$ cat src/rtl/ps2_host_tx.sv
// ps2_host_tx: sends one command byte host-to-device over open-drain PS/2 clock/data lines.
// Define PS2_TX_FILTER_EN to add an 8-sample glitch filter on the synchronized ps2_clk.
module ps2_host_tx #(
    parameter int INHIBIT_CYCLES = 12000,
    parameter int START_CYCLES   = 200,
    parameter int TIMEOUT_CYCLES = 2000000
) (
    input  logic       clk,
    input  logic       rst,
    input  logic [7:0] tx_data,
    input  logic       tx_valid,
    output logic       tx_ready,
    output logic       tx_done,
    output logic       tx_error,
    output logic       busy,
    input  logic       ps2_clk_in,
    input  logic       ps2_data_in,
    output logic       ps2_clk_oe,
    output logic       ps2_data_oe
);
    localparam int MAX_A      = (INHIBIT_CYCLES > START_CYCLES) ? INHIBIT_CYCLES : START_CYCLES;
    localparam int MAX_CYCLES = (MAX_A > TIMEOUT_CYCLES) ? MAX_A : TIMEOUT_CYCLES;
    localparam int CW         = ($clog2(MAX_CYCLES) < 1) ? 1 : $clog2(MAX_CYCLES);

    localparam logic [CW-1:0] INH_LAST   = CW'(INHIBIT_CYCLES - 1);
    localparam logic [CW-1:0] START_LAST = CW'(START_CYCLES - 1);
    localparam logic [CW-1:0] TO_LAST    = CW'(TIMEOUT_CYCLES - 1);

    typedef enum logic [2:0] {
        IDLE,
        INHIBIT,
        START,
        BITS,
        ACK,
        WAIT_IDLE
    } state_t;

    state_t          state_q, state_d;
    logic [CW-1:0]   cnt_q, cnt_d;
    logic [9:0]      sh_q, sh_d;
    logic [3:0]      bitcnt_q, bitcnt_d;
    logic            clk_oe_q, clk_oe_d;
    logic            data_oe_q, data_oe_d;
    logic            tx_done_q, tx_done_d;
    logic            tx_error_q, tx_error_d;
    logic            clk_s1_q, clk_s2_q, data_s1_q, data_s2_q;
    logic            clk_prev_q;
    logic            clk_line;
    logic            fe;
    logic            ack_fail;

`ifdef PS2_TX_FILTER_EN
    // The filtered clock only follows the synchronizer after 8 consecutive differing samples.
    logic [2:0] filt_cnt_q, filt_cnt_d;
    logic       clk_filt_q, clk_filt_d;

    always_comb begin
        clk_filt_d = clk_filt_q;
        filt_cnt_d = '0;
        if (clk_s2_q != clk_filt_q) begin
            if (filt_cnt_q == 3'd7) begin
                clk_filt_d = clk_s2_q;
            end else begin
                filt_cnt_d = filt_cnt_q + 3'd1;
            end
        end
    end

    always_ff @(posedge clk) begin
        if (rst) begin
            filt_cnt_q <= '0;
            clk_filt_q <= 1'b1;
        end else begin
            filt_cnt_q <= filt_cnt_d;
            clk_filt_q <= clk_filt_d;
        end
    end

    assign clk_line = clk_filt_q;
`else
    assign clk_line = clk_s2_q;
`endif

    assign fe          = clk_prev_q & ~clk_line;
    assign tx_ready    = (state_q == IDLE) && !tx_done_q && !tx_error_q;
    assign busy        = (state_q != IDLE);
    assign tx_done     = tx_done_q;
    assign tx_error    = tx_error_q;
    assign ps2_clk_oe  = clk_oe_q;
    assign ps2_data_oe = data_oe_q;

    always_comb begin
        state_d    = state_q;
        cnt_d      = (&cnt_q) ? cnt_q : cnt_q + 1'b1;
        sh_d       = sh_q;
        bitcnt_d   = bitcnt_q;
        clk_oe_d   = clk_oe_q;
        data_oe_d  = data_oe_q;
        tx_done_d  = 1'b0;
        tx_error_d = 1'b0;
        ack_fail   = 1'b0;

        case (state_q)
            IDLE: begin
                clk_oe_d  = 1'b0;
                data_oe_d = 1'b0;
                if (tx_valid && tx_ready) begin
                    state_d  = INHIBIT;
                    cnt_d    = '0;
                    sh_d     = {1'b1, ~^tx_data, tx_data};
                    clk_oe_d = 1'b1;
                end
            end
            INHIBIT: begin
                if (cnt_q == INH_LAST) begin
                    state_d   = START;
                    cnt_d     = '0;
                    data_oe_d = 1'b1;
                end
            end
            START: begin
                if (cnt_q == START_LAST) begin
                    state_d  = BITS;
                    cnt_d    = '0;
                    clk_oe_d = 1'b0;
                    bitcnt_d = '0;
                end
            end
            BITS: begin
                // Device samples on its rising edge, so each bit is set up right after a falling edge.
                if (fe) begin
                    data_oe_d = ~sh_q[0];
                    sh_d      = {1'b0, sh_q[9:1]};
                    bitcnt_d  = bitcnt_q + 4'd1;
                    if (bitcnt_q == 4'd9) begin
                        state_d = ACK;
                    end
                end
            end
            ACK: begin
                if (fe) begin
                    if (!data_s2_q) begin
                        state_d = WAIT_IDLE;
                    end else begin
                        ack_fail = 1'b1;
                    end
                end
            end
            WAIT_IDLE: begin
                if (clk_line && data_s2_q) begin
                    state_d   = IDLE;
                    tx_done_d = 1'b1;
                end
            end
            default: begin
                state_d   = IDLE;
                clk_oe_d  = 1'b0;
                data_oe_d = 1'b0;
            end
        endcase

        // Timeout or NACK abandons the transfer and frees both lines at once.
        if ((state_q == BITS || state_q == ACK || state_q == WAIT_IDLE) &&
            (cnt_q >= TO_LAST || ack_fail)) begin
            state_d    = IDLE;
            tx_error_d = 1'b1;
            tx_done_d  = 1'b0;
            clk_oe_d   = 1'b0;
            data_oe_d  = 1'b0;
        end
    end

    always_ff @(posedge clk) begin
        if (rst) begin
            state_q    <= IDLE;
            cnt_q      <= '0;
            sh_q       <= '0;
            bitcnt_q   <= '0;
            clk_oe_q   <= 1'b0;
            data_oe_q  <= 1'b0;
            tx_done_q  <= 1'b0;
            tx_error_q <= 1'b0;
            clk_s1_q   <= 1'b1;
            clk_s2_q   <= 1'b1;
            data_s1_q  <= 1'b1;
            data_s2_q  <= 1'b1;
            clk_prev_q <= 1'b1;
        end else begin
            state_q    <= state_d;
            cnt_q      <= cnt_d;
            sh_q       <= sh_d;
            bitcnt_q   <= bitcnt_d;
            clk_oe_q   <= clk_oe_d;
            data_oe_q  <= data_oe_d;
            tx_done_q  <= tx_done_d;
            tx_error_q <= tx_error_d;
            clk_s1_q   <= ps2_clk_in;
            clk_s2_q   <= clk_s1_q;
            data_s1_q  <= ps2_data_in;
            data_s2_q  <= data_s1_q;
            clk_prev_q <= clk_line;
        end
    end
endmodule

$ cat config.mk
export PLATFORM = sky130hd
export DESIGN_NAME = ps2_host_tx
export DESIGN_NICKNAME = d
export VERILOG_FILES = /design/src/rtl/ps2_host_tx.sv
export SDC_FILE = /design/constraint.sdc
export NUM_CORES = 1
export LEC_CHECK = 0
export BUFFER_PORTS_ARGS = -buffer_cell sky130_fd_sc_hd__buf_4
export CORE_ASPECT_RATIO = 0.9
export CORE_UTILIZATION = 50
export DETAILED_ROUTE_END_ITERATION = 6
export PLACE_DENSITY = 0.71
export RECOVER_POWER = 50
export SKIP_CTS_REPAIR_TIMING = 1
export SLEW_MARGIN = 20
export SYNTH_ARGS = -nofsm -noshare
export SYNTH_HDL_FRONTEND = slang
export SYNTH_SLANG_ARGS = --single-unit
$ cat constraint.sdc
create_clock -name clk -period 1.93 [get_ports clk]
set_clock_uncertainty 0.15 [all_clocks]
set_input_delay 0.193 -clock clk [delete_from_list [all_inputs] [get_ports clk]]
set_output_delay 0.193 -clock clk [all_outputs]
set_load 0.01 [all_outputs]
=== Word level (Yosys, flattened, before mapping) ===
Cells that the tools add are included.

* Flip-flop bits (word level): 47
* Bits of input ports: 13
* Output and inout port bits: 6
* Word-level logic and storage cells: 94

* Add/subtract/negate cells: 2
* $lt $le $gt $ge: 1
* Equal/unequal tests: 16
* Mux-type cells: 31
* Bitwise gates (word level): 6
* Reductions and logical operators: 25

{| class="wikitable"
|+ Operators with widths
! kind !! count
|-
| 21-bit two-way mux || 4
|-
| 21-bit one-hot mux with 3 select lines || 1
|-
| 3-bit two-way mux || 8
|-
| 21-bit by 1-bit adder with 21-bit output (second input constant) || 1
|-
| 21-bit by 14-bit equality test with 1-bit output (second input constant) || 1
|-
| 21-bit by 8-bit equality test with 1-bit output (second input constant) || 1
|-
| 21-bit greater-or-equal comparator (second input constant) || 1
|-
| 21-bit AND reduction || 1
|-
| 10-bit two-way mux || 2
|-
| 10-bit one-hot mux with 2 select lines || 1
|-
| 3-bit one-hot mux with 6 select lines || 1
|-
| 2-bit != test (second input constant) || 7
|-
| 1-bit two-way mux || 9
|-
| 3-bit AND reduction || 3
|-
| 4-bit two-way mux || 2
|-
| 4-bit one-hot mux with 2 select lines || 1
|-
| 8-bit AND reduction || 1
|-
| 8-bit XNOR reduction || 1
|-
| 3-bit by 2-bit equality test with 1-bit output (second input constant) || 2
|-
| 3-bit equality test (second input constant) || 2
|-
| 1-bit one-hot mux with 3 select lines || 2
|-
| 3-bit OR reduction || 2
|-
| 1-bit logical AND || 5
|-
| 1-bit NOT || 5
|-
| 13 further kinds || 17
|}

=== Depth between registers and ports, before layout ===
Gate-level depths: netlist (run 1).

* Depth in word-level cells: 7
* Mapped depth: 9
* Mapped depth without buffers: 7

=== Worst setup path before layout (run 1) ===
Ideal clock, no wire load.

* Path kind: reg2reg
* Start: register cnt_q[0]
* End: register state_q[1]
* Library setup time: 0.142 ns
* Data arrival time: 1.823 ns
* Data required time: 1.638 ns
* Path slack: -0.185 ns
* Stages on the path, launching flop included: 8
* Path buffers: 1
* Clock period less this slack: 2.115 ns
* Cells stage by stage: dfxtp_1 ha_1 buf_2 nand3_1 o41ai_1 a211oi_1 o21ai_0 nor3_1

* Longest elaborated chain between the ends: 4
* Elaborated cells between the ends (all ways): 9
* Classes of those cells: order compare (1); eq/ne (4); reduce/logical (4)

{| class="wikitable"
|+ RTL lines
! element !! line !! source
|-
| start, declared || 39 || <nowiki>logic [CW-1:0] cnt_q, cnt_d;</nowiki>
|-
| start signal, assigned || 190 || <nowiki>cnt_q <= cnt_d;</nowiki>
|-
| 21-bit greater-or-equal comparator || 164 || <nowiki>(cnt_q >= TO_LAST || ack_fail)) begin</nowiki>
|-
| 1-bit logical OR || 164 ||
|-
| 1-bit logical AND || 163 || <nowiki>if ((state_q == BITS || state_q == ACK || state_q == WAIT_IDLE) &&</nowiki>
|-
| 2-bit OR reduction (no source line) || -- ||
|-
| end signal, assigned || 189 || <nowiki>state_q <= state_d;</nowiki>
|-
| end, declared || 38 || <nowiki>state_t state_q, state_d;</nowiki>
|}

Parallel ways exist; a longest one is shown, timed or not.
A chain may end at the register's enable or synchronous reset.

=== Worst setup path in the final report (run 1) ===
* Start: register cnt_q[0]
* End: register data_oe_q, in the netlist ps2_data_oe

* Longest elaborated chain between the ends: 4
* Elaborated cells between the ends (all ways): 7
* Classes of those cells: order compare (1); eq/ne (2); reduce/logical (4)

{| class="wikitable"
|+ RTL lines
! element !! line !! source
|-
| 21-bit greater-or-equal comparator || 164 ||
|-
| 1-bit logical OR || 164 ||
|-
| 1-bit logical AND || 163 ||
|-
| 2-bit OR reduction (no source line) || -- ||
|-
| end signal, assigned || 194 || <nowiki>data_oe_q <= data_oe_d;</nowiki>
|-
| end, declared || 43 || <nowiki>logic data_oe_q, data_oe_d;</nowiki>
|}

Parallel ways exist; a longest one is shown, timed or not.

==> results of run 1 <==
[cells in the mapped netlist, drive strengths merged, types with 3 or more instances]
library cell,n,area [µm²]
nand4,9,56.30
a31oi,10,62.56
nor3,9,45.04
inv,8,30.03
nand3,13,65.06
mux2i,9,90.09
xnor2,23,201.4
xor2,4,35.03
a211oi,13,97.59
clkbuf,7,26.28
a21oi,10,53.80
nand2b,4,25.02
nor2,41,153.9
o21ai,7,38.79
or2,8,50.05
nand2,20,75.07
dfxtp,47,940.9
ha,3,37.54
and3,5,32.53
a311oi,6,52.55
buf,12,88.82
[stage by stage]
step	cell area (µm²)	power (W)	setup slack [ns]
floorplan	2505	0.001669	0.01666
global placement	2841	0.001960	-0.001348
detailed placement	2841	0.001967	-0.05336
CTS	2958	0.002714	-0.09276
global route	3053	0.002869	-0.1540
finish	3053	0.002705	-0.06300
[how the worst max path moves through the flow]
| stage | end | depth (start not counted) | slack [ns] | start |
|---|---|---|---|---|
| after floorplan | ps2_data_oe | 6 | 0.02 | cnt_q[11] |
| after global placement | ps2_data_oe | 6 | -0.001 | cnt_q[0] |
| after detailed placement | ps2_data_oe | 6 | -0.05 | cnt_q[0] |
| after CTS | ps2_data_oe | 6 | -0.09 | cnt_q[0] |
| after global routing | ps2_data_oe | 5 | -0.15 | cnt_q[2] |
| final | ps2_data_oe | 6 | -0.06 | cnt_q[0] |
[logic make-up (layout without fill, tap and decap cells)]
kind of cell	count (synthesis)	in the layout	share of synthesized area (%)
AND/OR/NAND/NOR	125	125	25.21
multiplexers	9	9	3.609
buffers and inverters	27	69	5.814
flip-flops	47	47	37.69
AO/OA/AOI/OAI	58	58	16.69
adder cells (fa/ha/maj)	3	3	1.504
XOR/XNOR	27	27	9.473
[area by class of cell]
| cell class | count | area, µm² |
|---|---|---|
| fill | 427 | 1782 |
| multi-input combinational | 222 | 1469 |
| sequential | 47 | 943.4 |
| timing repair buffer | 53 | 412.9 |
| tap | 65 | 81.33 |
| clock buffer | 5 | 68.82 |
| clock inverter | 3 | 47.55 |
| inverter | 8 | 30.03 |
[sequential cells by signal, indices dropped and copies added (netlist names)]
| signal | count |
|---|---|
| ps2_clk_oe | 1 |
| sh_q | 10 |
| clk_s1_q | 1 |
| tx_error | 1 |
| data_s2_q | 1 |
| ps2_data_oe | 1 |
| state_q | 3 |
| cnt_q | 21 |
| tx_done | 1 |
| clk_line | 1 |
| data_s1_q | 1 |
| clk_prev_q | 1 |
| bitcnt_q | 4 |
[worst max-delay path: stages (launching register included)]
cell	delay (ns)
dfxtp_2	0.36
ha_4	0.14
nand4_1	0.14
or4_4	0.46
o21a_1	0.20
a2111o_1	0.35
a21oi_2	0.13
[power by group through the flow]
stage | logic (W) | clock network, W | registers (W)
finish | 0.000811 | 0.000747 | 0.00115
floorplan | 0.000506 | 0 | 0.00116
detailed placement | 0.000804 | 0 | 0.00116
global route | 0.000900 | 0.000807 | 0.00116
global placement | 0.000799 | 0 | 0.00116
CTS | 0.000811 | 0.000760 | 0.00114
[layer usage]
metal / track usage, % / vias to the layer above
li1: - / 1140
met1: 32.01 / 1026
met2: 31.23 / 77
met3: 4.238 / 8
met4: 9.188 / 0
met5: 0 / -
==> impl_metrics.json, run 1 <==
{
  "cts.htree.levels": 2,
  "rrSetupSlack_ns": -0.06,
  "syn_nets": 312,
  "max_freq_ghz": 0.5018,
  "routed.top_layer": "met4",
  "syn_area_per_cell_um2": 8.433,
  "final.setup.worst_slack_ns": -0.06300,
  "worstPathMaxFanout": 3,
  "comb_power_share_pct": 30.0,
  "p_int_w": 0.001844,
  "worst-setup-path-type": "reg2reg",
  "drt-pass1-iter-count": 6,
  "clockBufferDepth": 2,
  "cts_tree": "done",
  "hold_depth": 2,
  "regToRegEndpoint": "ps2_data_oe",
  "switchingPower_w": 0.0008614,
  "fin_hold_ws_ns": 0.05950,
  "antennaDiodeCount": 0,
  "drive_above_1_share_pct": 22.49,
  "ir_drop_mv": 0.5844,
  "syn_inst": 296,
  "synth.ff_latch_count": 47,
  "grt_pass1_vias": 2041,
  "grt_pass1_wl_mm": 9.377,
  "status": "finished, violations left",
  "drc": 1,
  "final_common_cell": "dfxtp_1",
  "totalWireLength_mm": 5.585,
  "hold-path-endpoint": "sh_q[8]",
  "hpwl_mm": 3.778,
  "ios": 19,
  "core_area_um2": 4835,
  "synth_seq_area_share_pct": 37.69,
  "tightest_slew_ns": 0.5069,
  "required_ns": 2.04,
  "clock_sinks": 47,
  "cts_root_buf": "clkbuf_8",
  "maxCapViolCount": 0,
  "reg2reg_from": "cnt_q[0]",
  "swShare_pct": 31.84,
  "finalSetupTns_ns": -0.2336,
  "port_buffers": 18,
  "synthFlopType": "dfxtp_1",
  "final_cell_mix": "dfxtp_1 (45), nor2_1 (41), buf_4 (38)",
  "hold_viol": 0,
  "antenna_found_initial": 0,
  "cp-end-kind": "register",
  "vias": 2251,
  "globalplace.congestion": 0.8511,
  "grt_max_degree": 23,
  "min_path_type": "in2reg",
  "wl_met3_um": 359,
  "min_from": "rst",
  "yosysWarnings": 0,
  "synth_edf_count": 0,
  "worstSetupStartpointType": "register",
  "fin_crit_sh_pct": 103.3,
  "violations": "design-rule violations, negative setup slack",
  "die_x_um": 76.48,
  "leakage_nw": 1.172,
  "insertion_delay_ns": 0.31,
  "syn_area_um2": 2496,
  "dp_cells": 388,
  "clk_pin_slew_ns": 0.09,
  "via_per_inst": 5.586,
  "drt_iter0_markers": 160,
  "grt_remaining_overflow": 0,
  "worstRegToRegCells": 6,
  "ant_nets": 0,
  "finalSetupViolations": 22,
  "die_h_um": 69.03,
  "power.density_nw_per_um2": 886.1,
  "m1WireLength_mm": 2.644,
  "clkPwrFrac_pct": 27.6,
  "drv_slew": 0,
  "wl_met2_mm": 2.493,
  "critical_path_arrival_ns": 2.10,
  "synthArstFlopShare_pct": 0,
  "pwr-share-seq_pct": 42.4,
  "max_slew_margin_pct": 65.73,
  "die_area_um2": 5279,
  "syn_to_final_growth_pct": 22.31,
  "synth_cell_type_count": 46,
  "track_usage_pct": 21.92,
  "final_core_util_pct": 63.15,
  "wl_per_cell_um": 13.86,
  "finalCriticalPeriod_ns": 1.993,
  "rsz0062_at_grt": "yes",
  "rows": 24,
  "initial_core_util_pct": 51.63,
  "final_cells": 403,
  "nets": 353,
  "cts_made_buffers": 5
}
Note: power is estimated with default switching activity, not from simulation.
==> run 2, diff against run 1 <==
==> constraint.sdc (replaced) <==
create_clock -name clk -period 1.6 [get_ports clk]
set_clock_uncertainty 0.15 [all_clocks]
set_input_delay 0.16 -clock clk [delete_from_list [all_inputs] [get_ports clk]]
set_output_delay 0.16 -clock clk [all_outputs]
set_load 0.01 [all_outputs]
==> run 2 against run 1 <==
Effect of this change: the flow finishes with violations (negative setup slack); via count increased by 11%; sequential power is 22% higher; worst setup slack lost 0.33 ns; flip-flop and latch count unchanged; critical path type unchanged; critical endpoint unchanged.
==> impl_metrics.json, run 2 (synthesis results as in run 1) <==
{
  "status": "finished, violations left",
  "violations": "negative setup slack",
  "power.density_nw_per_um2": 953.6,
  "tightest_slew_ns": 0.3157,
  "drt-pass1-iter-count": 6,
  "drv_slew": 0,
  "grt_pass1_wl_mm": 10.25,
  "via_per_inst": 5.558,
  "largest_register": "cnt_q",
  "drive_above_1_share_pct": 41.30,
  "hold-path-endpoint": "sh_q[8]",
  "worstRegToRegCells": 6,
  "rows": 24,
  "finalSetupTns_ns": -10.71,
  "critical_path_arrival_ns": 2.08,
  "seq_area_um2": 960.9,
  "switchingPower_w": 0.001178,
  "ant_nets": 0,
  "multiInputGateArea_um2": 1645,
  "worstPathMaxFanout": 2,
  "core_area_um2": 4835,
  "clockBufferDepth": 2,
  "num-fill-cells": 328,
  "fin_hold_ws_ns": 0.07143,
  "globalplace.congestion": 0.8121,
  "hpwl_mm": 4.319,
  "dp_cells": 429,
  "leakage_nw": 1.448,
  "required_ns": 1.69,
  "power.total_w": 0.003463,
  "hold_depth": 2,
  "maxCapViolCount": 0,
  "final.setup.worst_slack_ns": -0.3889,
  "p_int_w": 0.002285,
  "die_area_um2": 5279,
  "clk_pin_slew_ns": 0.09,
  "die_h_um": 69.03,
  "grt_pass1_vias": 2266,
  "hold_viol": 0,
  "comb_power_share_pct": 38.6,
  "cts_made_buffers": 5,
  "grt_remaining_overflow": 0,
  "totalWireLength_mm": 6.764,
  "ios": 19,
  "min_from": "rst",
  "cts.htree.levels": 2,
  "cts_root_buf": "clkbuf_8",
  "antenna_found_initial": 0,
  "final_common_cell": "buf_4",
  "port_buffers": 18,
  "reg2reg_from": "cnt_q[1]",
  "fin_crit_sh_pct": 124.3,
  "antennaDiodeCount": 0,
  "rrSetupSlack_ns": -0.39,
  "pwr-share-seq_pct": 40.5,
  "cp-end-kind": "register",
  "ir_drop_mv": 0.7744,
  "nets": 400,
  "final_cell_mix": "buf_4 (81), dfxtp_1 (39), nor2_1 (38)",
  "clkPwrFrac_pct": 20.8,
  "swShare_pct": 34.01,
  "min_path_type": "in2reg",
  "finalSetupViolations": 32,
  "regToRegEndpoint": "ps2_data_oe",
  "worst-setup-path-type": "reg2reg",
  "die_x_um": 76.48,
  "max_slew_margin_pct": 78.82,
  "insertion_delay_ns": 0.30,
  "initial_core_util_pct": 51.63,
  "drc": 0,
  "wl_per_cell_um": 15.03,
  "worstSetupStartpointType": "register",
  "largest_reg_flops": 21,
  "vias": 2501,
  "reg_top3": "cnt_q x21, sh_q x10, bitcnt_q x4",
  "max_freq_ghz": 0.5028,
  "cts_tree": "done",
  "track_usage_pct": 23.66,
  "grt_max_degree": 23,
  "syn_to_final_growth_pct": 45.46,
  "clock_sinks": 47,
  "drt_iter0_markers": 179,
  "rsz0062_at_grt": "yes",
  "final_cells": 450,
  "finalCriticalPeriod_ns": 1.989
}
-- run 2: worst max path at each step --
stage                         from     endpoint  cells past startpoint
after floorplan           cnt_q[1]  ps2_data_oe                      6
after global placement    cnt_q[1]  ps2_data_oe                      6
after detailed placement  cnt_q[1]  ps2_data_oe                      6
after CTS                 cnt_q[1]  ps2_data_oe                      6
after global routing      cnt_q[1]  ps2_data_oe                      6
final                     cnt_q[1]  ps2_data_oe                      6
-- run 2: power by group through the flow --
| stage | clock (W) | combinational, W | sequential, W |
|---|---|---|---|
| final | 0.000722 | 0.00134 | 0.00140 |
| after global routing | 0.000783 | 0.00144 | 0.00142 |
| after CTS | 0.000725 | 0.00105 | 0.00139 |
| after detailed placement | 0 | 0.00105 | 0.00141 |
| after global placement | 0 | 0.00102 | 0.00141 |
| after floorplan | 0 | 0.000656 | 0.00141 |
-- run 2: metrics by stage --
step                instance area, µm²  setup slack [ns]  util, %
global placement                  3248           -0.2911    67.18
detailed placement                3248           -0.3367    67.18
global route                      3631           -0.4598    75.10
CTS                               3336           -0.3732    69.00
finish                            3631           -0.3889    75.10
floorplan                         2623           -0.2851        -
-- run 2: critical path, stage by stage, from the launching register on --
cell      delay, ns
dfxtp_4        0.38
ha_4           0.14
nand4_1        0.13
or4_4          0.45
o21a_1         0.20
a2111o_1       0.36
a21oi_2        0.13
-- run 2: cell type report --
class	count	share of cell area, %
Tap cell	65	2.240
Inverter	8	0.8270
Multi-Input combinational cell	222	45.31
Clock inverter	3	0.5169
Clock buffer	5	1.895
Sequential cell	47	26.46
Timing Repair Buffer	100	22.74
-- run 2: layer usage --
metal	up-vias	global-route usage, %	routed length [µm]
met5	-	0	0
met4	0	6.410	57
met3	6	4.371	407
met2	88	36.04	3107
met1	1172	34.13	3191
li1	1235	-	-
